**src/rtl/dmac_wrr_pkt_arbiter.sv**
```systemverilog
// Weighted round-robin packet arbiter: shares one DMAC destination stream
// among N_MASTER source channels, granting whole packets, up to weight_i[m]
// packets per grant.
// Optional feature macro: DMAC_ARB_STATS_EN adds per-channel packet counters
// on pkt_cnt_o.
module dmac_wrr_pkt_arbiter #(
  parameter int unsigned N_MASTER  = 4,
  parameter int unsigned DATA_SIZE = 32,
  parameter int unsigned WEIGHT_W  = 4
) (
  input  logic                                clk,
  input  logic                                rst_n,
  input  logic [N_MASTER-1:0][WEIGHT_W-1:0]   weight_i,
  input  logic [N_MASTER-1:0]                 src_valid_i,
  output logic [N_MASTER-1:0]                 src_ready_o,
  input  logic [N_MASTER-1:0][DATA_SIZE-1:0]  src_data_i,
  input  logic [N_MASTER-1:0]                 src_last_i,
  output logic                                dst_valid_o,
  input  logic                                dst_ready_i,
  output logic [DATA_SIZE-1:0]                dst_data_o,
  output logic                                dst_last_o,
  output logic [N_MASTER-1:0]                 grant_o,
  output logic                                busy_o
`ifdef DMAC_ARB_STATS_EN
  ,
  output logic [N_MASTER-1:0][15:0]           pkt_cnt_o
`endif
);

  localparam int unsigned IDX_W = (N_MASTER > 1) ? $clog2(N_MASTER) : 1;

  typedef enum logic {S_IDLE, S_GRANT} state_e;

  state_e              state_q, state_d;
  logic [N_MASTER-1:0] grant_q, grant_d;
  logic [IDX_W-1:0]    gidx_q, gidx_d;
  logic [IDX_W-1:0]    rr_ptr_q, rr_ptr_d;
  logic [WEIGHT_W-1:0] credit_q, credit_d;
  logic                in_pkt_q, in_pkt_d;
  logic                rel;
  logic                win_vld;
  logic [IDX_W-1:0]    win_idx;
  logic [IDX_W-1:0]    cand;

  // First eligible channel searching upward from rr_ptr with wrap-around
  always_comb begin
    win_vld = 1'b0;
    win_idx = '0;
    cand    = '0;
    for (int unsigned k = 0; k < N_MASTER; k++) begin
      cand = IDX_W'((32'(rr_ptr_q) + k) % N_MASTER);
      if (!win_vld && src_valid_i[cand] && (weight_i[cand] != '0)) begin
        win_vld = 1'b1;
        win_idx = cand;
      end
    end
  end

  // Next-state logic and granted-channel data path
  always_comb begin
    state_d     = state_q;
    grant_d     = grant_q;
    gidx_d      = gidx_q;
    rr_ptr_d    = rr_ptr_q;
    credit_d    = credit_q;
    in_pkt_d    = in_pkt_q;
    rel         = 1'b0;
    src_ready_o = '0;
    dst_valid_o = 1'b0;
    dst_data_o  = '0;
    dst_last_o  = 1'b0;
    case (state_q)
      S_IDLE: begin
        if (win_vld) begin
          state_d  = S_GRANT;
          grant_d  = N_MASTER'(1) << win_idx;
          gidx_d   = win_idx;
          credit_d = weight_i[win_idx];
          in_pkt_d = 1'b0;
        end
      end
      S_GRANT: begin
        // Outputs held quiet while reset is asserted so nothing transfers
        if (rst_n) begin
          dst_valid_o         = src_valid_i[gidx_q];
          dst_data_o          = src_data_i[gidx_q];
          dst_last_o          = src_last_i[gidx_q];
          src_ready_o[gidx_q] = dst_ready_i;
        end
        if (src_valid_i[gidx_q] && dst_ready_i) begin
          if (src_last_i[gidx_q]) begin
            in_pkt_d = 1'b0;
            if (credit_q > WEIGHT_W'(1)) begin
              credit_d = credit_q - WEIGHT_W'(1);
            end else begin
              credit_d = '0;
              rel      = 1'b1;
            end
          end else begin
            in_pkt_d = 1'b1;
          end
        end else if (!in_pkt_q && !src_valid_i[gidx_q]) begin
          rel = 1'b1;
        end
        if (rel) begin
          state_d  = S_IDLE;
          grant_d  = '0;
          rr_ptr_d = (gidx_q == IDX_W'(N_MASTER - 1)) ? '0 : gidx_q + IDX_W'(1);
        end
      end
      default: state_d = S_IDLE;
    endcase
  end

  // State and grant registers
  always_ff @(posedge clk) begin
    if (!rst_n) begin
      state_q  <= S_IDLE;
      grant_q  <= '0;
      gidx_q   <= '0;
      rr_ptr_q <= '0;
      credit_q <= '0;
      in_pkt_q <= 1'b0;
    end else begin
      state_q  <= state_d;
      grant_q  <= grant_d;
      gidx_q   <= gidx_d;
      rr_ptr_q <= rr_ptr_d;
      credit_q <= credit_d;
      in_pkt_q <= in_pkt_d;
    end
  end

  assign grant_o = grant_q;
  assign busy_o  = (state_q == S_GRANT);

`ifdef DMAC_ARB_STATS_EN
  logic [N_MASTER-1:0][15:0] pkt_cnt_q;
  logic                      last_hs;

  assign last_hs = dst_valid_o & dst_ready_i & dst_last_o;

  // Completed-packet counters per channel, free-running with wrap
  always_ff @(posedge clk) begin
    if (!rst_n) begin
      pkt_cnt_q <= '0;
    end else if (last_hs) begin
      pkt_cnt_q[gidx_q] <= pkt_cnt_q[gidx_q] + 16'd1;
    end
  end

  assign pkt_cnt_o = pkt_cnt_q;
`endif

endmodule
```
**config.mk**
```make
export PLATFORM = sky130hd
export DESIGN_NAME = dmac_wrr_pkt_arbiter
export DESIGN_NICKNAME = d
export VERILOG_FILES = /design/src/rtl/dmac_wrr_pkt_arbiter.sv
export SDC_FILE = /design/constraint.sdc
export NUM_CORES = 1
export LEC_CHECK = 0
export ABC_CLOCK_PERIOD_IN_PS = 2700
export CORE_ASPECT_RATIO = 2
export CORE_MARGIN = 2
export CORE_UTILIZATION = 30
export CTS_BUF_LIST = sky130_fd_sc_hd__clkbuf_2
export CTS_CLUSTER_SIZE = 20
export DETAILED_ROUTE_END_ITERATION = 8
export PLACE_DENSITY_LB_ADDON = 0.2
export SYNTH_ARGS = -nofsm -noshare
export SYNTH_HDL_FRONTEND = slang
export SYNTH_SLANG_ARGS = --single-unit
```
**constraint.sdc**
```tcl
create_clock -name clk -period 2.7 [get_ports clk]
set_clock_uncertainty 0.2 [all_clocks]
set_input_delay 0.54 -clock clk [delete_from_list [all_inputs] [get_ports clk]]
set_output_delay 0.54 -clock clk [all_outputs]
set_load 0.005 [all_outputs]
```
==> impl_metrics.toml <==
[status]
run_status = "finished, violations left"
violations = "setup timing"

[sta]
fin_crit_sh_pct = 103
fin_crit_ps = 2790
rsz0062_at_grt = "true"
setup_ws_ps = -86.4
tightest_slew_ps = 493
slew_headroom_pct = 67.1
maxSlewViolCount = 0
fmax_mhz = 359
timing_hold_violations_final = 0
setup-violations-final = 6

[finish]
stdcell_count = 598
area_delta_synth_final_pct = 131
fill_cells = 544
register_area_sq_um = 285
n_antenna_cell = 0
multi_input_area_sq_um = 2070
layout-drive-gt1-share_pct = 35.3
layout.nets = 666

[detailed_routing]
remaining_drc_errors = 0
wl_per_cell_um = 18.3
antenna_left = 0
first_iter_violations = 115
drtPass1Iterations = 4
routed_wl_um = 11000
routed_via_density = 5.34
num_vias = 3192

[power]
p_leak_nw = 2.63
power.density_nw_per_um2 = 299
ir_worst_vdd_mv = 0.175
fin_total_pwr_mw = 1.58

[clocking]
clkLatencyLatePin_ps = 300
clkSinkCount = 14
tritoncts = "done"
clk_pin_slew_ps = 160
clock-root-buffer = "clkbuf_2"
cts_hold_buf = 0
cts_made_buffers = 3
clk_path_buf_depth = 2
htreeDepth = 1

[die]
core_sq_um = 7490
fp.dieW_um = 65.8
num_rows = 45
fp.dieH_um = 128
initial_utilization_pct = 30.6
io_pins = 198
dieArea_sq_um = 8390

[place]
hpwl_um = 8220
port_buffers = 197
gp_congestion = 0.967
place_inst = 563

[global_routing]
grt_overflow = 0
use_met1_pct = 26.4
grt_pass1_vias = 3304
grt_max_degree = 23
busiest_layer = "met2"
grt_usage_pct = 23.3
antenna_found_initial = 0
met2_usage_pct = 41.9
grt_pass1_wl_um = 15500
grtUsageMet3_pct = 4.75

[synthesis]
synth-seq-cells = 14
synth_warnings = 0
yosysMostFrequentCell = "and2_1"
syn-cell-area_sq_um = 2290
synth_edf_count = 0
synthDistinctLibCells = 51
netlist.area_leader.share_pct = 34.4
async_reset_ff_share_pct = 0
synth.largest_area_cell = "mux4_2"
yosysSeqAreaShare_pct = 12.2
synth_commonest_cells = "36 x and2_1, 35 x mux4_2, 16 x nand2_1"
netlist_top_cells_area = "mux4_2 34%, dfxtp_1 12%, and2_1 9.8%, mux2i_1 3.5%, ha_1 3.3%"
synthCells = 238
synth.avg_cell_area_sq_um = 9.62
synth_ff_type = "dfxtp_1"
syn_nets = 399

[worst_setup_path]
critical_path.startpoint_type = "primary input"
path_max_fanout = 6
critPathKind = "in2reg"
arrival_ps = 2800
end_kind = "register"
required_ps = 2710

[flow_run]
cap_violations = 0

[min_path]
hold_class = "reg2reg"
==> cell families (layout without fill, tap and decap cells) <==
| kind of cell | after synthesis | count (layout) | share of synthesized area [%] |
|---|---|---|---|
| AOI/OAI and AO/OA | 44 | 44 | 15.0 |
| xor gates and xnor gates | 1 | 1 | 0.383 |
| adders and majority gates | 6 | 6 | 3.28 |
| buffers and inverters | 26 | 292 | 4.59 |
| DFF | 14 | 14 | 12.2 |
| muxes | 47 | 47 | 39.9 |
| and+or+nand+nor | 100 | 100 | 24.5 |
==> path summary, 6_finish.rpt <==
kind                      from          end  slack (ps)  cells after the start
hold / removal      grant_o[1]   grant_o[1]         270                      2
setup / recovery  weight_i[12]  credit_q[1]         -90                     10
setup reg to reg   rr_ptr_q[0]  credit_q[2]          20                      9
hold reg to reg     grant_o[1]   grant_o[1]         270                      2
==> stage by stage <==
stage / area (sq um) / setup TNS, ps / setup WS, ps / util (%) / hold slack [ps]
global route: 5280 / -783 / -129 / 70.5 / 299
CTS: 4900 / -3520 / -129 / 65.4 / 272
detailed placement: 4730 / -10780 / -712 / 63.1 / 253
finish: 5280 / -302 / -86.4 / 70.5 / 273
global placement: 4730 / -9940 / -670 / 63.1 / 253
floorplan: 2290 / -414 / -138 / - / 253
==> flip-flops by register name, summed over array words and instances, names as in the netlist <==
register / cells
busy_o: 1
grant_o: 4
credit_q: 4
gidx_q: 2
in_pkt_q: 1
rr_ptr_q: 2
==> what timing repair did <==
action                                  CTS  global route
setup buffers                             9            16
gates resized for setup                  83            71
pin swaps                                22            16
gates cloned                              0             6
endpoints found under the setup margin   49            45
==> routing by layer <==
metal / share of wire (%) / routed length, um
met5: 0 / 0
met4: 3.2 / 350
met3: 6.8 / 747
met2: 54 / 5870
met1: 36 / 4000
==> cell usage in the layout (no fill, tap or decap), types with 4 or more instances in the layout <==
| master | n |
|---|---|
| dfxtp_1 | 12 |
| and2_1 | 32 |
| dlymetal6s2s_1 | 35 |
| buf_2 | 7 |
| clkdlybuf4s15_1 | 4 |
| buf_6 | 12 |
| mux2i_2 | 4 |
| mux2i_1 | 4 |
| nor2_1 | 9 |
| mux4_2 | 35 |
| and2_4 | 4 |
| clkdlybuf4s50_1 | 138 |
| o21ai_0 | 9 |
| dlygate4sd2_1 | 6 |
| a21oi_1 | 4 |
| nand3_1 | 5 |
| nor3_1 | 5 |
| ha_1 | 6 |
| inv_1 | 5 |
| buf_4 | 69 |
| and3_1 | 6 |
| clkbuf_2 | 7 |
| nand2_1 | 15 |
==> critical path: stages <==
cell and delay (ps):
buf_8 100, o41a_1 450, or3b_1 380, a21oi_2 230
o21ai_2 90, a21boi_1 140, buf_4 190, mux2i_2 280
nor3_2 70, o311a_1 340
==> power by group <==
| group | leakage, nW | internal (mW) | switching (mW) |
|---|---|---|---|
| logic | 2.50 | 0.764 | 0.430 |
| registers | 0.116 | 0.237 | 0.0384 |
| clock network | 0.0140 | 0.0322 | 0.0780 |
| total | 2.63 | 1.03 | 0.547 |
==> area by class of cell <==
type | count | share of cell area (%)
well taps | 94 | 2.23
repair buffers | 282 | 52.5
flip-flops and latches | 14 | 5.40
clock inverters | 1 | 0.0711
clock buffers | 3 | 0.284
multi-input cells | 198 | 39.1
inverters | 6 | 0.426
Power figures use the tool's default switching activity.
